File: config.mk
export PLATFORM = sky130hd
export DESIGN_NAME = cache_refill_fsm
export DESIGN_NICKNAME = d
export VERILOG_FILES = /design/src/rtl/cache_refill_fsm.sv
export SDC_FILE = /design/constraint.sdc
export NUM_CORES = 1
export LEC_CHECK = 0
export CAP_MARGIN = 20
export CORE_MARGIN = 1
export CORE_UTILIZATION = 37
export CTS_CLUSTER_SIZE = 10
export DETAILED_ROUTE_END_ITERATION = 8
export PLACE_DENSITY = 0.95
export SYNTH_ARGS = -nofsm -noshare
export SYNTH_HDL_FRONTEND = slang
export SYNTH_SLANG_ARGS = --single-unit
export TNS_END_PERCENT = 10
File: constraint.sdc
create_clock -name i_clk -period 4.75 [get_ports i_clk]
set_clock_uncertainty 0.05 [all_clocks]
set_input_delay 0.95 -clock i_clk [delete_from_list [all_inputs] [get_ports i_clk]]
set_output_delay 0.95 -clock i_clk [all_outputs]
set_load 0.01 [all_outputs]
File: src/rtl/cache_refill_fsm.sv
// -----------------------------------------------------------------------------
// cache_refill_fsm
//
// Cache-miss refill controller. It accepts a miss, picks a victim way (the
// lowest-indexed invalid way, or the LFSR's random way when the set is full),
// fetches the line as a single burst read, and streams every beat into the
// data array. It finishes by committing the tag on success or by flagging an
// error. The LFSR is advanced only when its random way was actually used.
//
// Ports
//   i_clk, i_rst                 clock, asynchronous active-high reset
//   i_miss_valid / o_miss_ready  miss handshake (ready only while idle)
//   i_miss_addr                  miss byte address
//   i_way_valid                  valid bits of the indexed set
//   i_rand_way_oh                one-hot random way from the LFSR
//   o_lfsr_en                    advances the LFSR when the random way is used
//   o_mem_ar*                    burst read request (line-aligned, LINE_WORDS beats)
//   i_mem_r* / o_mem_rready      read data channel
//   o_wr_*                       data-array write port, combinational per beat
//   o_tag_we, o_done, o_err      completion pulses
//   o_busy                       high whenever a refill is in progress
// -----------------------------------------------------------------------------
module cache_refill_fsm #(
    parameter int WAYS       = 4,   // <= 8
    parameter int LINE_WORDS = 4,   // power of 2, 2..256
    parameter int ADDR_W     = 32,
    parameter int DATA_W     = 32
) (
    input  logic                          i_clk,
    input  logic                          i_rst,
    input  logic                          i_miss_valid,
    output logic                          o_miss_ready,
    input  logic [ADDR_W-1:0]             i_miss_addr,
    input  logic [WAYS-1:0]               i_way_valid,
    input  logic [WAYS-1:0]               i_rand_way_oh,
    output logic                          o_lfsr_en,
    output logic                          o_mem_arvalid,
    input  logic                          i_mem_arready,
    output logic [ADDR_W-1:0]             o_mem_araddr,
    output logic [7:0]                    o_mem_arlen,
    input  logic                          i_mem_rvalid,
    output logic                          o_mem_rready,
    input  logic [DATA_W-1:0]             i_mem_rdata,
    input  logic [1:0]                    i_mem_rresp,
    input  logic                          i_mem_rlast,
    output logic                          o_wr_en,
    output logic [WAYS-1:0]               o_wr_way_oh,
    output logic [$clog2(LINE_WORDS)-1:0] o_wr_word,
    output logic [DATA_W-1:0]             o_wr_data,
    output logic                          o_tag_we,
    output logic                          o_done,
    output logic                          o_err,
    output logic                          o_busy
);

    localparam int WORD_W = $clog2(LINE_WORDS);
    // Byte offset bits covered by one line.
    localparam int OFF_W  = $clog2(LINE_WORDS * DATA_W / 8);

    localparam logic [ADDR_W-1:0] LINE_MASK = ~((ADDR_W'(1) << OFF_W) - ADDR_W'(1));
    localparam logic [WORD_W-1:0] LAST_WORD = WORD_W'(LINE_WORDS - 1);
    localparam logic [7:0]        BURST_LEN = 8'(LINE_WORDS - 1);

    typedef enum logic [1:0] {
        S_IDLE,
        S_AR,
        S_RD,
        S_FIN
    } state_e;

    state_e              state_q, state_d;
    logic [ADDR_W-1:0]   addr_q,   addr_d;    // already line-aligned
    logic [WAYS-1:0]     victim_q, victim_d;
    logic [WORD_W-1:0]   cnt_q,    cnt_d;
    logic                err_q,    err_d;

    logic [WAYS-1:0]     free_way_oh;
    logic                found_free;
    logic                set_full;

    // Lowest-indexed invalid way, one-hot; all zero when the set is full.
    always_comb begin
        free_way_oh = '0;
        found_free  = 1'b0;
        for (int w = 0; w < WAYS; w++) begin
            if (!i_way_valid[w] && !found_free) begin
                free_way_oh[w] = 1'b1;
                found_free     = 1'b1;
            end
        end
    end

    assign set_full = &i_way_valid;

    always_comb begin
        // NOTE: every signal written here gets a default first, so no path
        // through the case can leave one unassigned and infer a latch.
        state_d       = state_q;
        addr_d        = addr_q;
        victim_d      = victim_q;
        cnt_d         = cnt_q;
        err_d         = err_q;
        o_miss_ready  = 1'b0;
        o_lfsr_en     = 1'b0;
        o_mem_arvalid = 1'b0;
        o_mem_araddr  = '0;
        o_mem_arlen   = '0;
        o_mem_rready  = 1'b0;
        o_wr_en       = 1'b0;
        o_wr_way_oh   = '0;
        o_wr_word     = '0;
        o_wr_data     = '0;
        o_tag_we      = 1'b0;
        o_done        = 1'b0;
        o_err         = 1'b0;

        unique case (state_q)
            S_IDLE: begin
                o_miss_ready = 1'b1;
                if (i_miss_valid) begin
                    addr_d   = i_miss_addr & LINE_MASK;
                    // The random way is consumed only when no way is free.
                    victim_d  = set_full ? i_rand_way_oh : free_way_oh;
                    o_lfsr_en = set_full;
                    cnt_d     = '0;
                    err_d     = 1'b0;
                    state_d   = S_AR;
                end
            end

            S_AR: begin
                o_mem_arvalid = 1'b1;
                o_mem_araddr  = addr_q;
                o_mem_arlen   = BURST_LEN;
                if (i_mem_arready) begin
                    state_d = S_RD;
                end
            end

            S_RD: begin
                o_mem_rready = 1'b1;
                if (i_mem_rvalid) begin
                    o_wr_en     = 1'b1;
                    o_wr_way_oh = victim_q;
                    o_wr_word   = cnt_q;
                    o_wr_data   = i_mem_rdata;
                    cnt_d       = cnt_q + WORD_W'(1);
                    // Sticky: bad response, or rlast disagreeing with our own
                    // beat count, in either direction.
                    if ((i_mem_rresp != 2'b00) || (i_mem_rlast != (cnt_q == LAST_WORD))) begin
                        err_d = 1'b1;
                    end
                    // The beat count, not rlast, ends the burst.
                    if (cnt_q == LAST_WORD) begin
                        state_d = S_FIN;
                    end
                end
            end

            S_FIN: begin
                o_tag_we = !err_q;
                o_done   = !err_q;
                o_err    = err_q;
                state_d  = S_IDLE;
            end

            default: state_d = S_IDLE;
        endcase
    end

    assign o_busy = (state_q != S_IDLE);

    // NOTE: state is updated with non-blocking assignments so every flop
    // samples the pre-edge values regardless of statement order.
    always_ff @(posedge i_clk or posedge i_rst) begin
        if (i_rst) begin
            state_q  <= S_IDLE;
            addr_q   <= '0;
            victim_q <= '0;
            cnt_q    <= '0;
            err_q    <= 1'b0;
        end else begin
            state_q  <= state_d;
            addr_q   <= addr_d;
            victim_q <= victim_d;
            cnt_q    <= cnt_d;
            err_q    <= err_d;
        end
    end

endmodule

# Yosys cells after proc, flatten, opt, wreduce, memory -nomap -nowiden
# Index checks and enable logic that the tools add are counted.
# Widths: inputs -> output; s select.
dict set report classes {
  n_eq_ne 10
  n_mux 36
  reduce_logical 19
  addsub 1
}
# op n
set op_table {}
lappend op_table {{$mux 32} 3}
lappend op_table {{$mux 1} 18}
lappend op_table {{$mux 2} 9}
lappend op_table {{$mux 4} 3}
lappend op_table {{$reduce_and 4->1} 3}
lappend op_table {{$ne 2x2->1 const B} 5}
lappend op_table {{$pmux 2 s4} 1}
lappend op_table {{$eq 2x2->1 const B} 3}
lappend op_table {{$logic_not 1->1} 6}
lappend op_table {{$reduce_bool 2->1} 3}
lappend op_table {{$pmux 2 s2} 1}
lappend op_table {{$logic_and 1x1->1} 3}
lappend op_table {{$reduce_and 3->1} 1}
lappend op_table {{$add 2x1->2 const B} 1}
lappend op_table {{$eq 2x1->1 const B} 1}
lappend op_table {{$logic_not 2->1} 1}
lappend op_table {{$pmux 1 s2} 1}
lappend op_table {{$reduce_and 2->1} 1}
lappend op_table {{$logic_or 1x1->1} 1}
lappend op_table {{$ne 1x1->1} 1}
dict set report totals {
  out_inout_bits 87
  inputBits 80
  reg_bits 37
}

# Longest topological paths before layout
# Gate-level depths: netlist of run 1.
dict set report depth {
  ltp_word 10
  ltp_mapped 7
  mapped_depth_nobuf 5
}

# Least setup slack after synthesis of run 1
# OpenSTA, ideal clock, no wires.
dict set report synth_timing {
  path_type {input-to-output}
  startpoint {in i_mem_rvalid}
  endpoint {out o_wr_word[1]}
  path_slack_ps 2319
  t_arrival_ps 1431
  path_buffers 1
  stages 3
  cell_sequence {buf_1 -> nand2_1 -> nor2_1}
}
dict set report synth_via {
  elab_chain_len 2
}
# element line
set synth_rtl {}
lappend synth_rtl {{from (decl)} 41} ;# input logic i_mem_rvalid,
lappend synth_rtl {{$mux 2} 142} ;# if (i_mem_rvalid) begin
lappend synth_rtl {{$mux 2} 117} ;# unique case (state_q)
lappend synth_rtl {{to (decl)} 48} ;# output logic [$clog2(LINE_WORDS)-1:0] o_wr_word,
# Every way passes these cells.

# Worst setup path after layout of run 1
dict set report layout_timing {
  startpoint {in i_mem_rvalid}
  endpoint {out o_wr_way_oh[2]}
}
dict set report layout_via {
  elab_chain_len 2
}
# element line
set layout_rtl {}
lappend layout_rtl {{$mux 4} 142}
lappend layout_rtl {{$mux 4} 117}
lappend layout_rtl {{to (decl)} 47} ;# output logic [WAYS-1:0] o_wr_way_oh,
# Every way passes these cells.

==> flow_summary.toml, run 1 <==
[yosys]
synth_area_leaders = "dfrtp_1, mux2_2, and3_1, and2_1, buf_4"
synth_top_family_by_area = "simple AND/OR/NAND/NOR gates"
synth.yosys.warnings = 0
synthXorXnorAreaFrac_pct = 0.4025
synth.area.mux_share_pct = 15.01
ys_seq_elements = 37
syn_area_per_cell_um2 = 10.46
syn_area_um2 = 2176
ys_seq_area_share_pct = 42.55
synthDistinctLibCells = 34
synth-compound-area-share_pct = 5.118
syn_inst = 208
synth_top_flop_cell = "dfrtp_1"
synthTopCellsByCount = "and3_1, dfrtp_1, and2_1, mux2_2, buf_4"
async_flop_share_pct = 100.0
synth_edf_count = 0
yosysTopAreaCell = "dfrtp_1"
yosysTopAreaCellShare_pct = 42.55
yosys.area_share.simple_pct = 24.27
synth_fa_ha_area_share_pct = 2.875

[floorplan]
die_w_um = 78.69
die_h_um = 78.69
start_util_pct = 39.03
core.rowCount = 27
core_area_um2 = 5574
ios = 167
dieArea_um2 = 6191

[cts]
cts_sinks = 37
clk_pin_slew_worst_paths_ns = 0.07
clkLatencyLatePin_ns = 0.29
post_cts_buffers = 0
htree_num_levels = 2
holdBufCountCts = 0
cts-root-buf = "clkbuf_8"
cts_resized = 0
clock_path_buffers = 2
cts_buffers = 5
cts_tree = "built"

[global_route]
grt_pass1_vias = 1982
overflow = 0
grt_pass1_wl_um = 9446
track_usage_pct = 19.62
antenna_found_initial = 0
grt_start_max_net_pins = 37

[sta]
timing.final.ws_setup_ns = 0.9593
finalCritPeriodShare_pct = 79.80
rsz0062_at_grt = "no"
slew_headroom_pct = 44.58
hold_ws_ns = 0.4212
setup_viol = 0
tns_ns = 0
fmaxAchievable_mhz = 263.8
tightest_slew_ns = 0.8314
hold_viol = 0
fin_crit_ns = 3.791
final_max_slew_viol_count = 0

[setup_path]
worst_setup_path_end_kind = "primary output"
critPathArrivalTime_ns = 2.79
critPathMaxFanout = 24
critPathLaunchType = "input pin"
critPathKind = "input pin to primary output"
crit_required_ns = 3.75

[power_and_ir_drop]
clkPwrFrac_pct = 15.5
p_total_mw = 1.832
ir_drop_v = 0.0003189
p_leak_nw = 1.690
p_int_mw = 1.233
pwr-share-comb_pct = 54.5
p_switching_mw = 0.5998
power.sequential.fraction_pct = 30.0
p_per_area_nw_per_um2 = 485.6
switching_share_pct = 32.73

[cells_and_area]
syn2layout_area_growth_pct = 73.43
post-route-util_pct = 67.70
drive_gt1_share_pct = 11.97
fin_nets = 435
stdcell_count = 423
final_area_um2 = 3774
antenna_cells = 0

[placement]
place_inst = 415
port_buffers = 152
post-place-ws_ns = 0.9535
place.gp.congestion = 0.7183
placed_area_um2 = 3657
dp_hpwl_um = 4665

[drt]
first_pass_iters = 4
routed_wl_um = 6096
wl_per_cell_um = 14.41
drcViolationCount = 0
dr_total_vias = 2009
postRouteAntennaNets = 0
drtIter0Drc = 72
vias_per_cell = 4.749

[worst_hold_path]
hp-class = "flop to flop"

[outcome]
status = "complete, no violations"

[job]
drv_cap = 0
==> worst paths after layout <==
kind                               from  cells after the start  slack, ns             end
setup reg to reg             state_q[1]                      5       2.72      state_q[1]
max in group asynchronous         i_rst                      3       3.04      addr_q[16]
min in group asynchronous         i_rst                      2       0.90     victim_q[3]
hold reg to reg             victim_q[2]                      1       0.42     victim_q[2]
hold / removal              victim_q[2]                      1       0.42     victim_q[2]
setup / recovery           i_mem_rvalid                      4       0.96  o_wr_way_oh[2]
==> cell type report <==
| cell class | count | area [um2] |
|---|---|---|
| clock inverters | 1 | 30.03 |
| clock buffers | 7 | 86.33 |
| inverters | 6 | 22.52 |
| multi-input cells | 145 | 1075 |
| well taps | 72 | 90.09 |
| flip-flops and latches | 37 | 925.9 |
| fillers | 429 | 1800 |
| repair buffers | 155 | 1544 |
==> state kept, by name (all words and copies together), names as in the netlist <==
signal	cells
err_q	1
state_q	2
cnt_q	2
victim_q	4
addr_q	28
==> metal layers <==
metal	routed length (um)	vias to the layer above	share of wire, %	GRT usage, %
met5	0	-	0	0
met4	124	0	2.0	6.852
met3	583	12	9.6	6.512
met2	3140	97	52	36.09
met1	2248	936	37	20.64
li1	-	964	-	-
==> power by group through the flow <==
stage,Clock [mW],Sequential [mW],Combinational [mW]
after CTS,0.294,0.552,1.01
final,0.284,0.550,0.999
after global placement,0,0.542,0.982
after global routing,0.302,0.572,1.08
after floorplan,0,0.528,0.588
after detailed placement,0,0.559,1.01
==> kinds of logic (layout without fill, tap and decap cells) <==
| kind of cell | count (synthesis) | count (layout) |
|---|---|---|
| flip-flops | 37 | 37 |
| buffers and inverters | 35 | 169 |
| AO/OA/AOI/OAI | 14 | 14 |
| XOR/XNOR | 1 | 1 |
| adder cells (fa/ha/maj) | 5 | 5 |
| multiplexers | 29 | 29 |
| other | 1 | 10 |
| AND/OR/NAND/NOR | 86 | 86 |
==> cell usage in the layout, fill, tap and decap left out, types with 2 or more instances in the layout <==
master / synthesis / final
a221o_1: 2 / 2
a22o_1: 2 / 2
and2_1: 29 / 29
and3_1: 37 / 37
buf_4: 13 / 3
clkbuf_8: 2 / 6
clkdlybuf4s50_1: 0 / 152
conb_1: 1 / 10
dfrtp_1: 37 / 37
ha_1: 5 / 5
inv_1: 6 / 6
mux2_2: 29 / 29
nand2_1: 5 / 5
nand2b_1: 2 / 2
nand3_1: 2 / 2
nor2_1: 3 / 3
nor2b_1: 3 / 3
o21ai_0: 2 / 2
o31ai_1: 2 / 2
==> worst max-delay path, cell delays in order <==
cell and delay (ns):
clkdlybuf4s50_1 0.80, buf_4 0.31, and3_1 0.18, clkdlybuf4s50_1 0.55
Power figures use the tool's default switching activity.
==> run 2: changes to the inputs <==
CORE_UTILIZATION = 34   (was 37)
PLACE_DENSITY = 0.9   (was 0.95)
clock period = 3.9 ns   (was 4.75 ns; I/O delays follow)
==> flow_summary.toml, run 2 (same netlist as run 1, synthesis figures left out) <==
[cells_and_area]
reg_top3 = "addr_q x28, victim_q x4"
mostFrequentLayoutCells = "clkdlybuf4s50_1, and3_1, dfrtp_1, mux2_2, and2_1"
stdcell_count = 427
final_area_um2 = 3755
largest_reg_flops = 28
post-route-util_pct = 61.95
drive_gt1_share_pct = 12.50
fin_nets = 436
syn2layout_area_growth_pct = 72.57
fillers = 501
antenna_cells = 0
largest_register = "addr_q"
layout_commonest_cell = "clkdlybuf4s50_1"

[setup_path]
r2r_setup_slack_ns = 1.86
critPathTopFamily = "buffers and inverters"
max_stage_delay_ns = 0.57
r2r_start = "state_q[1]"
critPathArrivalTime_ns = 2.50
crit_start = "state_q[0]"
slowest_stage = "ha_1"
critPathMaxFanout = 24
critPathLaunchType = "flop"
crit_required_ns = 3.07
crit_chain = "inv_1, ha_1, buf_4, nand2_1, nor2_1, clkdlybuf4s50_1"
critPathKind = "flop to primary output"
path_buf_inv = 3
worst_setup_path_end_kind = "primary output"

[cts]
clock_path_buffers = 2
clkLatencyLatePin_ns = 0.28
cts_tree = "built"
clk_pin_slew_worst_paths_ns = 0.08
cts_buffers = 5
htree_num_levels = 2
cts_resized = 0
cts_sinks = 37
cts-root-buf = "clkbuf_8"
holdBufCountCts = 0
post_cts_buffers = 0

[sta]
tns_ns = 0
rsz0062_at_grt = "no"
timing.final.ws_setup_ns = 0.5651
fmaxAchievable_mhz = 299.9
tightest_slew_ns = 0.6351
hold_ws_ns = 0.4350
setup_viol = 0
hold_viol = 0
slew_headroom_pct = 57.66
finalCritPeriodShare_pct = 85.51
final_max_slew_viol_count = 0
fin_crit_ns = 3.335

[placement]
post-place-ws_ns = 0.7187
port_buffers = 152
place_inst = 419
dp_hpwl_um = 4691
place.gp.congestion = 0.6576
placed_area_um2 = 3669

[power_and_ir_drop]
p_total_mw = 2.167
ir_drop_v = 0.0003910
p_per_area_nw_per_um2 = 577.2
p_leak_nw = 1.681

[global_route]
track_usage_pct = 17.33
grt_pass1_wl_um = 8873
grt_start_max_net_pins = 44
overflow = 0
antenna_found_initial = 0
grt_pass1_vias = 1845

[floorplan]
ios = 167
dieArea_um2 = 6723
die_h_um = 82.00
core.rowCount = 28
die_w_um = 82.00
start_util_pct = 35.90
core_area_um2 = 6061

[outcome]
status = "complete, no violations"

[drt]
vias_per_cell = 4.724
drcViolationCount = 0
dr_total_vias = 2017
drtIter0Drc = 72
wl_per_cell_um = 14.54
first_pass_iters = 4
routed_wl_um = 6209
postRouteAntennaNets = 0

[worst_hold_path]
hp-class = "flop to flop"
worstHoldStart = "victim_q[2]"

[job]
drv_cap = 0
-- run 2: cell count changes in the layout (fill, tap and decap cells not counted), sizes merged --
cell / before / now
bufinv: 1 / 0
clkbuf: 7 / 5
clkinvlp: 0 / 1
buf: 3 / 4
clkinv: 0 / 2
-- run 2: metal layers --
metal  GRT usage, %  part of all wire [%]  up-vias
li1               -                     -      970
met2          31.40                    52       81
met4          3.158                  0.66        0
met5              0                     0        -
met1          19.77                    39      959
met3          5.778                   7.6        7
-- run 2: final cells by class --
class / instances / area, um2 / share of cell area (%)
Multi-Input combinational cell: 145 / 1075 / 28.62
Timing Repair Buffer: 156 / 1551 / 41.32
Tap cell: 75 / 93.84 / 2.499
Clock inverter: 3 / 17.52 / 0.4665
Clock buffer: 5 / 68.82 / 1.833
Sequential cell: 37 / 925.9 / 24.66
Inverter: 6 / 22.52 / 0.5998
-- run 2: final timing paths --
path / endpoint / depth (start not counted)
max in group asynchronous: addr_q[10] / 3
min in group asynchronous: victim_q[0] / 2
hold reg to reg: victim_q[2] / 1
setup / recovery: o_wr_word[1] / 6
setup reg to reg: state_q[1] / 6
hold / removal: victim_q[2] / 1
-- run 2: power breakdown --
group | switching, mW | internal [mW]
Clock | 0.139 | 0.123
Combinational | 0.511 | 0.723
Sequential | 0.0949 | 0.576
